--- config.mk ---
export PLATFORM = sky130hd
export DESIGN_NAME = fifo_rr_scheduler
export DESIGN_NICKNAME = d
export VERILOG_FILES = /design/src/rtl/fifo_sched_pkg.sv /design/src/rtl/rr_arb8.sv /design/src/rtl/fifo_rr_scheduler.sv
export SDC_FILE = /design/constraint.sdc
export NUM_CORES = 1
export LEC_CHECK = 0
export BUFFER_PORTS_ARGS = -buffer_cell sky130_fd_sc_hd__buf_2
export CAP_MARGIN = 20
export CORE_UTILIZATION = 40
export DETAILED_ROUTE_END_ITERATION = 12
export PLACE_DENSITY = 0.7
export SYNTH_ARGS = -nofsm -noshare
export SYNTH_HDL_FRONTEND = slang
export SYNTH_HIERARCHICAL = 1
export SYNTH_SLANG_ARGS = --single-unit
--- constraint.sdc ---
create_clock -name clk -period 3.45 [get_ports clk]
set_clock_uncertainty 0.15 [all_clocks]
set_input_delay 0.1725 -clock clk [delete_from_list [all_inputs] [get_ports clk]]
set_output_delay 0.1725 -clock clk [all_outputs]
set_load 0.05 [all_outputs]
--- src/rtl/fifo_sched_pkg.sv ---
// ---------------------------------------------------------------------------
// fifo_sched_pkg
// Shared constants and types for the channel FIFO round-robin read scheduler.
//   NUM_CH  : number of channel FIFOs behind the 8:1 mux
//   CH_W    : width of a channel index / mux select
//   DATA_W  : channel FIFO word width
//   state_e : scheduler FSM states
// ---------------------------------------------------------------------------
package fifo_sched_pkg;

    localparam int NUM_CH = 8;
    localparam int CH_W   = 3;
    localparam int DATA_W = 128;

    // IDLE  : arbitrate among non-empty channels
    // GRANT : one settle cycle after the mux select changes
    // READ  : pop up to BURST_LEN words from the granted channel
    typedef enum logic [1:0] {
        IDLE  = 2'd0,
        GRANT = 2'd1,
        READ  = 2'd2
    } state_e;

endpackage

--- src/rtl/rr_arb8.sv ---
// ---------------------------------------------------------------------------
// rr_arb8
// Purely combinational 8-way round-robin arbiter.
// The request vector is rotated so the channel after last_grant_i sits at
// bit 0, then the lowest set bit is picked and mapped back to a channel index.
// Ports:
//   req_i        : per-channel request (1 = channel has data)
//   last_grant_i : channel granted most recently (lowest priority next)
//   grant_o      : winning channel (valid only when any_req_o = 1)
//   any_req_o    : at least one request is present
// ---------------------------------------------------------------------------
module rr_arb8
    import fifo_sched_pkg::*;
(
    input  logic [NUM_CH-1:0] req_i,
    input  logic [CH_W-1:0]   last_grant_i,
    output logic [CH_W-1:0]   grant_o,
    output logic              any_req_o
);

    logic [CH_W-1:0]     start;
    logic [2*NUM_CH-1:0] req_dbl;
    logic [NUM_CH-1:0]   req_rot;
    logic [CH_W-1:0]     offset;

    // Search begins one past the last winner; the 3-bit add wraps modulo 8.
    assign start   = last_grant_i + 3'd1;
    assign req_dbl = {req_i, req_i};
    // req_rot[k] corresponds to channel (start + k) mod 8.
    assign req_rot = req_dbl[start +: NUM_CH];

    // Lowest set bit of the rotated vector wins (scan high to low, last hit).
    always_comb begin
        offset = '0;
        for (int k = NUM_CH - 1; k >= 0; k--) begin
            if (req_rot[k]) begin
                offset = CH_W'(k);
            end
        end
    end

    assign grant_o   = start + offset;
    assign any_req_o = |req_i;

endmodule

--- src/rtl/fifo_rr_scheduler.sv ---
// ---------------------------------------------------------------------------
// fifo_rr_scheduler
// Round-robin read scheduler for the channel FIFO bank behind the 8:1 mux.
// In IDLE it picks the next non-empty channel, drives the mux select, waits
// one settle cycle, then pops up to BURST_LEN words (FWFT FIFOs) and forwards
// them through a single registered valid/ready output stage.
//
// Output handshake: a word transfers on every rising edge where
// out_valid & out_ready are both 1. While out_valid=1 and out_ready=0 the
// word (out_data/out_chan/out_last) is held unchanged and nothing is popped.
// A new pop may replace the register in the same cycle the consumer takes the
// current word, giving one word per clock when the consumer never stalls.
//
// Ports:
//   clk, rst_n : clock, asynchronous active-low reset
//   enable     : permits new grants (only looked at in IDLE)
//   empty_vec  : per-channel FIFO empty flags
//   address    : registered mux select
//   rd_en      : combinational pop to the selected FIFO
//   empty/dout : selected-channel empty flag and FWFT data from the mux
//   out_valid/out_ready/out_data/out_chan/out_last : downstream word stream
//   busy       : scheduler is not in IDLE
// ---------------------------------------------------------------------------
module fifo_rr_scheduler
    import fifo_sched_pkg::*;
#(
    parameter int BURST_LEN = 8,
    parameter int DATA_W    = fifo_sched_pkg::DATA_W,
    parameter int NUM_CH    = fifo_sched_pkg::NUM_CH
) (
    input  logic              clk,
    input  logic              rst_n,
    input  logic              enable,
    input  logic [NUM_CH-1:0] empty_vec,
    output logic [CH_W-1:0]   address,
    output logic              rd_en,
    input  logic              empty,
    input  logic [DATA_W-1:0] dout,
    output logic              out_valid,
    input  logic              out_ready,
    output logic [DATA_W-1:0] out_data,
    output logic [CH_W-1:0]   out_chan,
    output logic              out_last,
    output logic              busy
);

    state_e              state_q, state_d;
    logic [CH_W-1:0]     address_q, address_d;
    logic [CH_W-1:0]     last_grant_q, last_grant_d;
    logic [7:0]          cnt_q, cnt_d;
    logic                out_valid_q, out_valid_d;
    logic [DATA_W-1:0]   out_data_q, out_data_d;
    logic [CH_W-1:0]     out_chan_q, out_chan_d;
    logic                out_last_q, out_last_d;

    logic [CH_W-1:0]     arb_grant;
    logic                arb_any;
    logic                last_word;

    rr_arb8 u_arb (
        .req_i        (~empty_vec),
        .last_grant_i (last_grant_q),
        .grant_o      (arb_grant),
        .any_req_o    (arb_any)
    );

    // cnt only ever counts up to BURST_LEN-1 within a grant, so it cannot wrap.
    assign last_word = (cnt_q == 8'(BURST_LEN - 1));

    // Pop only from a non-empty FIFO, and only when the output register is
    // free or being emptied by the consumer this cycle.
    assign rd_en = (state_q == READ) & ~empty & (~out_valid_q | out_ready);

    always_comb begin
        state_d      = state_q;
        address_d    = address_q;
        last_grant_d = last_grant_q;
        cnt_d        = cnt_q;
        out_valid_d  = out_valid_q;
        out_data_d   = out_data_q;
        out_chan_d   = out_chan_q;
        out_last_d   = out_last_q;

        case (state_q)
            IDLE: begin
                if (enable && arb_any) begin
                    address_d    = arb_grant;
                    last_grant_d = arb_grant;
                    cnt_d        = '0;
                    state_d      = GRANT;
                end
            end
            GRANT: begin
                state_d = READ;
            end
            READ: begin
                if (rd_en) begin
                    cnt_d = cnt_q + 8'd1;
                    if (last_word) begin
                        state_d = IDLE;
                    end
                end else if (empty) begin
                    // Channel ran dry before the burst limit: end the grant.
                    state_d = IDLE;
                end
                // Otherwise the output is stalled: hold.
            end
            default: begin
                state_d = IDLE;
            end
        endcase

        if (rd_en) begin
            out_valid_d = 1'b1;
            out_data_d  = dout;
            out_chan_d  = address_q;
            out_last_d  = last_word;
        end else if (out_valid_q && out_ready) begin
            out_valid_d = 1'b0;
        end
    end

    always_ff @(posedge clk or negedge rst_n) begin
        if (!rst_n) begin
            state_q      <= IDLE;
            address_q    <= '0;
            last_grant_q <= CH_W'(NUM_CH - 1);
            cnt_q        <= '0;
            out_valid_q  <= 1'b0;
            out_data_q   <= '0;
            out_chan_q   <= '0;
            out_last_q   <= 1'b0;
        end else begin
            state_q      <= state_d;
            address_q    <= address_d;
            last_grant_q <= last_grant_d;
            cnt_q        <= cnt_d;
            out_valid_q  <= out_valid_d;
            out_data_q   <= out_data_d;
            out_chan_q   <= out_chan_d;
            out_last_q   <= out_last_d;
        end
    end

    assign address   = address_q;
    assign out_valid = out_valid_q;
    assign out_data  = out_data_q;
    assign out_chan  = out_chan_q;
    assign out_last  = out_last_q;
    assign busy      = (state_q != IDLE);

endmodule

== Yosys cells after proc, flatten, opt, wreduce, memory -nomap -nowiden ==
Index checks and enable logic that the tools add are counted.
Word-level totals
  logic and storage cells: 53
  input bits: 141
  flip-flop bits (word level): 149
Cells by class
  equality and inequality tests: 7
  reduce and logical (&&, ||, !) cells: 10
  add/subtract/negate cells: 3
  muxes and demuxes: 18
  bitwise operators: 6
  shift operators: 1
Operators by type and width (number)
  3-bit two-way mux: 8
  8-bit two-way mux: 2
  8-bit one-hot mux with 2 select lines: 1
  16-bit by 4-bit variable part select with 8-bit output: 1
  8-bit by 1-bit adder with 8-bit output (second input constant): 1
  8-bit by 3-bit equality test with 1-bit output (second input constant): 1
  2-bit two-way mux: 4
  8-bit NOT: 1
  8-bit OR reduction: 1
  3-bit inequality test (second input constant): 2
  2-bit one-hot mux with 3 select lines: 1
  3-bit AND reduction: 2
  2-bit nonzero test: 3
  2-bit inequality test (second input constant): 2
  3-bit by 1-bit adder with 3-bit output (second input constant): 1
  3-bit adder: 1
  1-bit AND: 2
  2-bit by 1-bit equality test with 1-bit output (second input constant): 1
  2-bit equality test (second input constant): 1
  1-bit logical AND: 2
  2-bit zero test: 1
  1-bit two-way mux: 2
  1-bit NOT: 2
  2-bit AND reduction: 1
  1-bit bitwise OR: 1

== Longest topological paths before layout ==
Gate-level depths: netlist (run 1).
  depth after elaboration: 11
  depth in mapped cells: 13

== Cells and area by module ==
The synthesis (run 1) kept the hierarchy.
Modules (own cells, without submodules)
  fifo_rr_scheduler: cells each 643, instances 1, area an instance 5756.8 um2
  rr_arb8: cells each 45, instances 1, area an instance 460.4 um2

== Worst setup path before layout (run 1) ==
OpenSTA, ideal clock, no wires.
  path kind: reg-to-reg
  start point: register last_grant_q[0]
  end point: register address_q[2] (netlist: address[2])
  setup time: 0.118 ns
  arrival time: 2.922 ns
  clock period less this slack: 3.190 ns
  data required time: 3.182 ns
  path slack: 0.260 ns
  buffers on the path: 1
  stages on the path, launching flop included: 13
  cells stage by stage: dfstp_2 > buf_6 > mux4_1 > nand2b_1 > a2111oi_1 > nor3_1 > o31ai_1 > ha_1 > inv_1 > fa_1 > xnor2_1 > nand2_1 > nand2_1
Between the ends
  longest elaborated chain between the ends: 11
Ends and longest elaborated chain
  from (decl): RTL line fifo_rr_scheduler.sv:49  | logic [CH_W-1:0] last_grant_q, last_grant_d;
  from (signal assigned): RTL line fifo_rr_scheduler.sv:127  | last_grant_q <= CH_W'(NUM_CH - 1);
  from (signal assigned): RTL line fifo_rr_scheduler.sv:136  | last_grant_q <= last_grant_d;
  3-bit by 1-bit adder with 3-bit output *: RTL line rr_arb8.sv:27  | assign start = last_grant_i + 3'd1;
  16-bit by 4-bit variable part select with 8-bit output: RTL line rr_arb8.sv:30  | assign req_rot = req_dbl[start +: NUM_CH];
  3-bit two-way mux (8 in a row): RTL line rr_arb8.sv:36  | if (req_rot[k]) begin
  3-bit adder *: RTL line rr_arb8.sv:42  | assign grant_o = start + offset;
  net arb_grant[2]: RTL line fifo_rr_scheduler.sv:56  | logic [CH_W-1:0] arb_grant;
  to (signal assigned): RTL line fifo_rr_scheduler.sv:135  | address_q <= address_d;
  to (decl): RTL line fifo_rr_scheduler.sv:48  | logic [CH_W-1:0] address_q, address_d;
The timed path passes the listed nets; every way through them passes the cells marked *.
A chain may end at the register's enable or synchronous reset.

== Final worst setup path (run 1) ==
Same ends and word-level chain as after synthesis.

==> metrics.txt, run 1 <==
design internal power=5.10 mW; Final Instance Area=9760 sq um; Gate power share=53.3%; status=finished, final reports clean; Syn. warnings=6; setup violators final=0; final std cells w/o fill=1294; CP peak stage delay=540 ps; Util after Layout=64.2%; gpl congestion=0.753; Cells after Synth=688; Hold Path Class=in2reg; unrepaired setup endpoints after global routing=no; Ports=279; pin count of the biggest net entering global routing=137; WP data arrival=3460 ps; total grt overflow=0; most used cell, CP=nand2_1; Starting Density=40.9%; Setup crit end kind=flop; per-cell routed wire length=14.5 um; total power=10.5 mW; Syn Nets=833; Clock Path Buffers=2; Core Area=15200 sq um; worst-path cell chain=ha_2 -> mux4_1 -> nor2_1 -> a2111oi_4 -> nor3_1 -> o31ai_1 -> ha_1 -> inv_1 -> fa_1 -> xnor2_1 -> nand2_1 -> nand2_1; htree depth=4; initial antenna violation count=0; syn_area_per_cell=9.04 sq um; Worst-Margin Slew=651 ps; Die W=127 um; # clock sinks=149; number of remaining DRC errors=0; Port-buffer cells=278; clock latency on the worst-skew pair=420 ps; startpoint class of the critical path=flop; clock-pin slew on the worst setup and hold paths=60 ps; layout cell share with drive strength beyond 1=30.7%; CP max FO=9; Via density=4.75; vias in the first global route=6201; Die H=127 um; setup slack on the worst flop-to-flop path=160 ps; Inserted Diodes=0; Pre-Repair DR Iteration Count=5; worst reg2reg path startpoint=last_grant_q[0]; Max VDD drop=0.000673 V; nets=1239; total net switching power=5.37 mW; Fill cells=1114; PD cells=1070 nW/um^2; Yosys cell types=45; DP Wirelength=10600 um; sequential area share after synthesis=60.0%; Tcrit/Tclk final=95.5%; setup TNS=0 ps; highest clock rate=304 MHz; Setup CP Type=reg2reg; FF-to-FF End=address[2]; Sw Ratio=51.3%; Placed Area=7780 sq um; R2R depth=12; worst rel slew slack=56.6%; Pins Over Slew Limit=0; Syn Std Cell Area=6220 sq um; Clk network pwr share=18.4%; die area=16000 sq um; Post-Place Cells=1131; number of synthesized register bits=149; Rows=45; CTS tree=built; Crit-path slowest cell=dfstp_2; P_leak=5.48 nW; CTS Buf Count=17; routed wire length=18800 um; crit path capture=address[2]; Tot GR Track Use=23.5%; via count=6141; CTS root buffer=clkbuf_16; Syn-to-layout area delta=56.9%; ANT nets after route=0; first-pass GRT wire length=29300 um; critical path launch point=last_grant_q[0]; DP Worst Slack=-32.1 ps; setup slack after layout=156 ps; initial drt markers=363; fin crit period=3290 ps; final hold slack=129 ps; Required @ worst endpoint=3610 ps; Hold Fails Final Rpt=0; max-cap violations=0; Flop pwr share=28.3%
==> state kept, by name (all words and copies together) (netlist names) <==
name          cells
out_chan          3
out_last          1
last_grant_q      3
out_valid         1
address           3
cnt_q             8
state_q           2
out_data        128
==> critical path: cells and delay by family, from the launching register on <==
kind	cells	cell delay [ps]
adder cells (fa/ha/maj)	3	910
AO/OA/AOI/OAI	2	670
flip-flops	1	540
multiplexers	1	420
AND/OR/NAND/NOR	4	290
XOR/XNOR	1	140
buffers and inverters	1	50
==> placed cells by master, fill, tap and decap left out, types with 2 or more instances in the layout <==
master / n
a2111oi_4: 2
buf_12: 3
buf_2: 277
buf_4: 6
buf_6: 2
bufinv_16: 3
clkbuf_16: 17
clkinv_2: 2
clkinv_4: 4
dfrtp_1: 146
dfstp_2: 3
dlygate4sd3_1: 131
ha_1: 2
inv_1: 16
inv_6: 4
mux2i_1: 4
mux4_1: 4
mux4_2: 4
nand2_1: 421
nand2b_1: 2
nand2b_4: 2
nand3_1: 4
nand4_1: 3
nor2_1: 8
nor3_1: 3
nor4_1: 2
o21ai_0: 3
o31ai_1: 2
xor2_1: 3
==> routing by layer <==
layer	share of wire [%]	track usage [%]	routed length (um)	vias to the layer above
met3	8.3	8.35	1550	53
met2	48	39.1	8940	282
met4	3.4	11.7	629	0
li1	-	-	-	2945
met1	41	27.0	7650	2861
met5	0	0	0	-
==> area by class of cell <==
cell class	instances	area, sq um	share of cell area, %
inverter	17	66.3	0.680
clock inverter	13	170	1.74
tap	188	235	2.41
timing repair buffer	419	2830	29.0
clock buffer	18	439	4.50
sequential	149	3730	38.3
multi-input combinational	490	2290	23.5
==> worst min path at each step <==
stage                    to  cells past startpoint      start  slack, ps
6_report         state_q[1]                      4  out_ready        130
5_1_grt          state_q[1]                      4  out_ready        160
4_1_cts          state_q[1]                      4  out_ready        110
3_5_place_dp   out_data[74]                      1      rst_n         30
3_3_place_gp   out_data[74]                      1      rst_n         30
2_1_floorplan    address[0]                      0      rst_n       -270
==> power groups by stage <==
| stage | clock [mW] | sequential [mW] | combinational [mW] |
|---|---|---|---|
| 3_5_place_dp | 0 | 2.94 | 5.27 |
| 3_3_place_gp | 0 | 2.92 | 5.20 |
| 2_1_floorplan | 0 | 5.52 | 1.46 |
| 4_1_cts | 1.96 | 2.93 | 5.40 |
| 6_report | 1.93 | 2.96 | 5.58 |
| 5_1_grt | 2.05 | 3.05 | 5.92 |
==> synth_stat cells, drive strengths merged <==
master / count / share of area [%]
maj3: 1 / 0.18
a31oi: 1 / 0.10
or3: 1 / 0.10
nor2: 8 / 0.48
nand2: 422 / 25
o22ai: 1 / 0.10
nor2b: 1 / 0.10
xor2: 3 / 0.42
ha: 3 / 0.60
buf: 30 / 2.7
mux4: 8 / 3.3
or2b: 1 / 0.14
nand2b: 4 / 0.40
nand3: 4 / 0.32
a21oi: 1 / 0.080
dfrtp: 146 / 59
o31ai: 2 / 0.24
or3b: 1 / 0.18
o21ai: 3 / 0.24
nand4: 3 / 0.30
a2111oi: 2 / 0.30
mux2i: 4 / 0.64
or2: 2 / 0.20
xnor2: 1 / 0.14
inv: 17 / 1.0
a211oi: 1 / 0.12
clkbuf: 2 / 0.28
nor3: 4 / 0.50
dfstp: 3 / 1.3
and4: 1 / 0.14
nor4bb: 1 / 0.16
and2b: 2 / 0.26
fa: 1 / 0.32
nor4: 2 / 0.20
nor3b: 1 / 0.20
==> logic make-up (layout without fill, tap and decap cells) <==
logic type,count (synthesis),in the layout,synth area share [%]
AO/OA/AOI/OAI,11,11,1.19
XOR/XNOR,4,4,0.564
adder cells (fa/ha/maj),5,5,1.11
buffers and inverters,49,467,4.02
flip-flops,149,149,60.0
multiplexers,12,12,3.90
AND/OR/NAND/NOR,458,458,29.2
==> timing repair <==
| item | CTS | global route |
|---|---|---|
| gates resized for setup | 2 | 9 |
| endpoints found under the hold margin | 188 | 0 |
| hold buffers | 131 | 0 |
| setup endpoints to repair | 3 | 4 |
| pin swaps | 0 | 2 |
| buffers inserted | 0 | 1 |
Power figures use the tool's default switching activity.
==> run 2: changes to the inputs <==
--- a/config.mk
+++ b/config.mk
@@ -10,6 +10,7 @@
 export CORE_UTILIZATION = 40
 export DETAILED_ROUTE_END_ITERATION = 12
 export PLACE_DENSITY = 0.7
+export SETUP_SLACK_MARGIN = 0.5
 export SYNTH_ARGS = -nofsm -noshare
 export SYNTH_HDL_FRONTEND = slang
 export SYNTH_HIERARCHICAL = 1
==> run 2 against run 1 <==
Sequential cell count stayed put; first-iteration DRC count is 9.9% lower; setup slack better by 50 ps; via count is 0.67% lower; utilization is 0.074 points higher; fmax is 1.6% higher; power hardly changed.
==> metrics.txt, run 2 (same netlist as run 1, synthesis figures left out) <==
status=finished, final reports clean; Core Area=15200 sq um (unchanged); Inserted Diodes=0 (unchanged); Tcrit/Tclk final=94.0% (-1.5 points); P_leak=5.46 nW (-0.37%); Syn-to-layout area delta=57.1%; # clock sinks=149 (unchanged); CTS Buf Count=17 (unchanged); pin count of the biggest net entering global routing=95 (-31%); Clock Path Buffers=2 (unchanged); PD cells=1070 nW/um^2 (-0.16%); gpl congestion=0.814 (+8.1%); most frequent cells in the layout=nand2_1, buf_2, dfrtp_1, dlygate4sd3_1, clkbuf_16; startpoint class of the critical path=flop; most used cell, CP=nand2_1; Setup crit end kind=flop; CP max FO=7 (-2); commonest non-fill, non-tap cell in the layout=nand2_1; vias in the first global route=6217 (+0.26%); Util after Layout=64.3% (+0.074 points); Required @ worst endpoint=3610 ps (about the same); max reg flops=128 (unchanged); Rows=45 (unchanged); die area=16000 sq um (unchanged); first-pass GRT wire length=29600 um (+0.92%); htree depth=4 (unchanged); Tot GR Track Use=23.6% (+0.053 points); Starting Density=40.9% (unchanged); area taken by flip-flops and latches=3730 sq um (unchanged); DP Wirelength=10700 um (+0.62%); setup violators final=0 (unchanged); layout cell share with drive strength beyond 1=31.3% (+0.52 points); Hold Fails Final Rpt=0 (unchanged); Port-buffer cells=278 (unchanged); clock latency on the worst-skew pair=430 ps (about the same); setup TNS=0 ps (unchanged); per-cell routed wire length=14.2 um (-2.5%); initial antenna violation count=0 (unchanged); max-cap violations=0 (unchanged); Worst Path Buf+Inv=3 (+2); Setup CP Type=reg2reg; worst-path cell chain=buf_8 -> mux4_2 -> buf_4 -> a2111oi_4 -> nor3_1 -> o31ai_1 -> ha_2 -> inv_2 -> fa_1 -> xnor2_1 -> nand2_1 -> nand2_1; CP peak stage delay=570 ps (+30 ps); Worst-Margin Slew=746 ps (+95.5 ps); highest clock rate=308 MHz (+1.6%); Via density=4.70 (-0.97%); initial drt markers=327 (-9.9%); number of remaining DRC errors=0 (unchanged); clock-pin slew on the worst setup and hold paths=60 ps (about the same); CTS tree=built; Pre-Repair DR Iteration Count=5 (unchanged); ANT nets after route=0 (unchanged); Fill cells=1182 (+6.1%); fin crit period=3240 ps (-50.4 ps); Max VDD drop=0.000603 V (-10%); Crit-path slowest cell=dfstp_2; routed wire length=18400 um (-2.2%); worst rel slew slack=50.2% (-6.4 points); nets=1242 (+0.24%); family with the most delay on the worst path=adder cells; total grt overflow=0 (unchanged); Hold Path Class=in2reg; via count=6100 (-0.67%); Die H=127 um (unchanged); Die W=127 um (unchanged); unrepaired setup endpoints after global routing=yes; Pins Over Slew Limit=0 (unchanged); WP data arrival=3410 ps (-50 ps); Ports=279 (unchanged); multi-input combinational cell area=2290 sq um (+0.16%); CTS root buffer=clkbuf_16
[run 2: path summary, 6_finish.rpt]
check                      depth (start not counted)         endpoint  slack, ps       startpoint
hold / removal                                     4       state_q[1]        130        out_ready
max in group asynchronous                          3  last_grant_q[1]       2070            rst_n
hold reg to reg                                    2    out_data[107]        320    out_data[107]
setup reg to reg                                  12       address[2]        210  last_grant_q[0]
setup / recovery                                  12       address[2]        210  last_grant_q[0]
min in group asynchronous                          2     out_data[96]        220            rst_n
[run 2: worst min-delay path, stage by stage]
cell	delay, ps
buf_2	100
and2b_2	230
nor2_1	50
o22ai_1	100
[run 2: what timing repair did]
action | in CTS | in global routing
endpoints found under the setup margin | 4 | 6
hold buffers | 131 | 0
gates resized for setup | 11 | 3
pin swaps | 4 | 2
setup buffers | 5 | 0
endpoints found under the hold margin | 208 | 0
[run 2: routing by layer]
layer  wire length, um  GRT usage (%)
met1              7520           27.7
met2              8960           40.0
met3              1420           7.34
met4               465           10.2
met5                 0              0
[run 2: where the power goes]
| part | switching, mW | internal (mW) |
|---|---|---|
| clock network | 0.720 | 1.14 |
| logic | 4.21 | 1.46 |
| registers | 0.398 | 2.54 |
[run 2: per-stage QoR]
stage / cells / hold WS (ps) / power (mW) / setup slack, ps / area (sq um)
after detailed placement: 1130 / 123 / 8.26 / 88.2 / 7770
final: 1298 / 133 / 10.5 / 206 / 9770
after global routing: 1298 / 145 / 11.0 / 89.7 / 9770
after global placement: 1130 / 117 / 8.16 / 235 / 7770
after floorplan: 688 / -273 / 7.02 / 390 / 6220
after CTS: 1298 / 111 / 10.4 / 142 / 9760
[run 2: cell type report]
type                            instances  share of cell area [%]
Sequential cell                       149                    38.2
Timing Repair Buffer                  422                    29.2
Multi-Input combinational cell        490                    23.5
Clock buffer                           20                    4.47
Tap cell                              188                    2.41
Clock inverter                         12                    1.58
Inverter                               17                   0.679
==> run 3: changes to the inputs <==
--- a/config.mk
+++ b/config.mk
@@ -8,6 +8,7 @@
 export BUFFER_PORTS_ARGS = -buffer_cell sky130_fd_sc_hd__buf_2
 export CAP_MARGIN = 20
 export CORE_UTILIZATION = 40
+export CTS_BUF_LIST = sky130_fd_sc_hd__clkbuf_8
 export DETAILED_ROUTE_END_ITERATION = 12
 export PLACE_DENSITY = 0.7
 export SETUP_SLACK_MARGIN = 0.5
==> run 3 against run 2 <==
Critical path depth unchanged; critical endpoint unchanged; clock-buffer cell count shrank 3; final area fell by 2.1%; first-iteration DRC count decreased by 0.92%; final cell count barely moved; setup slack lost 3.0 ps.
==> metrics.txt, run 3 (same netlist as run 1, synthesis figures left out) <==
initial antenna violation count=0 (unchanged); total grt overflow=0 (unchanged); Required @ worst endpoint=3630 ps (+20 ps); Port-buffer cells=278 (unchanged); Setup CP Type=reg2reg; Max VDD drop=0.000517 V (-14%); highest clock rate=308 MHz (about the same); hold_sp=out_ready; gpl congestion=0.814 (unchanged); Clock Path Buffers=2 (unchanged); routed wire length=18300 um (-0.60%); P_leak=5.38 nW (-1.5%); layout cell share with drive strength beyond 1=31.3% (about the same); DP Worst Slack=88.2 ps (unchanged); worst-path cell chain=buf_8 -> mux4_2 -> buf_4 -> a2111oi_4 -> nor3_1 -> o31ai_1 -> ha_2 -> inv_2 -> fa_1 -> xnor2_1 -> nand2_1 -> nand2_1; hold endpoint=state_q[1]; setup violators final=0 (unchanged); Via density=4.68 (-0.43%); nets=1241 (-0.081%); Setup crit end kind=flop; clock-pin slew on the worst setup and hold paths=70 ps (about the same); CP peak stage delay=580 ps (about the same); pin count of the biggest net entering global routing=95 (unchanged); Pins Over Slew Limit=0 (unchanged); ANT nets after route=0 (unchanged); most frequent cells in the layout=nand2_1, buf_2, dfrtp_1, dlygate4sd3_1, inv_1; Worst-Margin Slew=739 ps (-6.92 ps); max-cap violations=0 (unchanged); Crit-path slowest cell=dfstp_2; vias in the first global route=6121 (-1.5%); PD cells=1040 nW/um^2 (-2.6%); setup slack on the worst flop-to-flop path=200 ps (about the same); number of remaining DRC errors=0 (unchanged); startpoint class of the critical path=flop; CP max FO=6 (-1); initial drt markers=324 (-0.92%); Util after Layout=62.9% (-1.3 points); worst reg2reg path startpoint=last_grant_q[0]; clock latency on the worst-skew pair=450 ps (+20 ps); most used cell, CP=nand2_1; CTS tree=built; htree depth=4 (unchanged); Inserted Diodes=0 (unchanged); first-pass GRT wire length=29100 um (-1.5%); Starting Density=40.9% (unchanged); Die H=127 um (unchanged); setup slack after layout=203 ps (-3.02 ps); max reg flops=128 (unchanged); worst rel slew slack=50.7% (+0.46 points); FF-to-FF End=address[2]; Hold Fails Final Rpt=0 (unchanged); setup TNS=0 ps (unchanged); Tcrit/Tclk final=94.1% (about the same); die area=16000 sq um (unchanged); Die W=127 um (unchanged); CTS Buf Count=17 (unchanged); R2R depth=12 (unchanged); # clock sinks=149 (unchanged); unrepaired setup endpoints after global routing=yes; Hold Path Class=in2reg; DP Wirelength=10700 um (unchanged); status=finished, final reports clean; WP data arrival=3430 ps (+20 ps); total power=9.98 mW (-4.6%); Fill cells=1196 (+1.2%); Pre-Repair DR Iteration Count=4 (-1); CTS root buffer=clkbuf_8; Hold Path Depth=4 (unchanged); per-cell routed wire length=14.1 um (-0.52%); via count=6069 (-0.51%); Syn-to-layout area delta=53.9%; Rows=45 (unchanged); Ports=279 (unchanged); fin crit period=3250 ps (+3.02 ps); commonest non-fill, non-tap cell in the layout=nand2_1; Core Area=15200 sq um (unchanged); Tot GR Track Use=23.2% (-0.36 points)
==> run 3: cell types whose count changed in the layout (fill, tap and decap cells not counted) <==
| cell | previous run | this run |
|---|---|---|
| buf_4 | 9 | 8 |
| clkbuf_1 | 3 | 0 |
| clkbuf_16 | 17 | 0 |
| clkbuf_8 | 0 | 17 |
| inv_1 | 15 | 18 |
| mux4_1 | 1 | 0 |
| mux4_2 | 7 | 8 |
==> run 3: power breakdown <==
group          internal (mW)  total, mW  leakage, nW  switching [mW]
registers               2.53       2.93         1.87           0.402
logic                   1.46       5.67         3.30            4.21
clock network          0.706       1.37        0.206           0.667
==> run 3: repair_timing <==
action | in CTS | in global routing
hold endpoints to repair | 210 | 0
pin swaps | 4 | 2
resized for setup | 11 | 4
setup endpoints to repair | 4 | 6
hold buffers | 131 | 0
setup buffers | 4 | 0
==> run 3: critical path: cells and delay by family, from the launching register on <==
family / cells / cell delay, ps
compound gates: 2 / 600
xor+xnor: 1 / 130
fa+ha+maj: 2 / 610
buf+inv: 3 / 340
flops: 1 / 580
mux: 1 / 520
simple gates: 3 / 220
==> run 3: final cells by class <==
class / count / area, sq um / share of cell area, %
Clock buffer: 17 / 234 / 2.45
Clock inverter: 15 / 165 / 1.73
Inverter: 17 / 66.3 / 0.693
Multi-Input combinational cell: 490 / 2290 / 23.9
Sequential cell: 149 / 3730 / 39.0
Tap cell: 188 / 235 / 2.46
Timing Repair Buffer: 421 / 2840 / 29.7
==> run 3: how the worst max path moves through the flow <==
stage,to,from
after floorplan,address[2],last_grant_q[0]
after global placement,address[2],last_grant_q[0]
after detailed placement,address[2],last_grant_q[0]
after CTS,address[2],last_grant_q[0]
after global routing,address[1],last_grant_q[0]
final,address[2],last_grant_q[0]
==> run 3: stage by stage <==
stage / area (sq um) / cells / hold slack [ps]
2_1_floorplan: 6220 / 688 / -273
3_3_place_gp: 7770 / 1130 / 117
3_5_place_dp: 7770 / 1130 / 123
4_1_cts: 9560 / 1297 / 77.2
5_1_grt: 9570 / 1297 / 103
6_report: 9570 / 1297 / 111
==> run 3: per-layer routing <==
layer,share of wire [%],wire length [um],GRT usage [%]
met5,0,0,0
met1,41,7560,26.9
met2,49,8940,40.0
met3,7.1,1300,7.21
met4,2.5,457,9.73
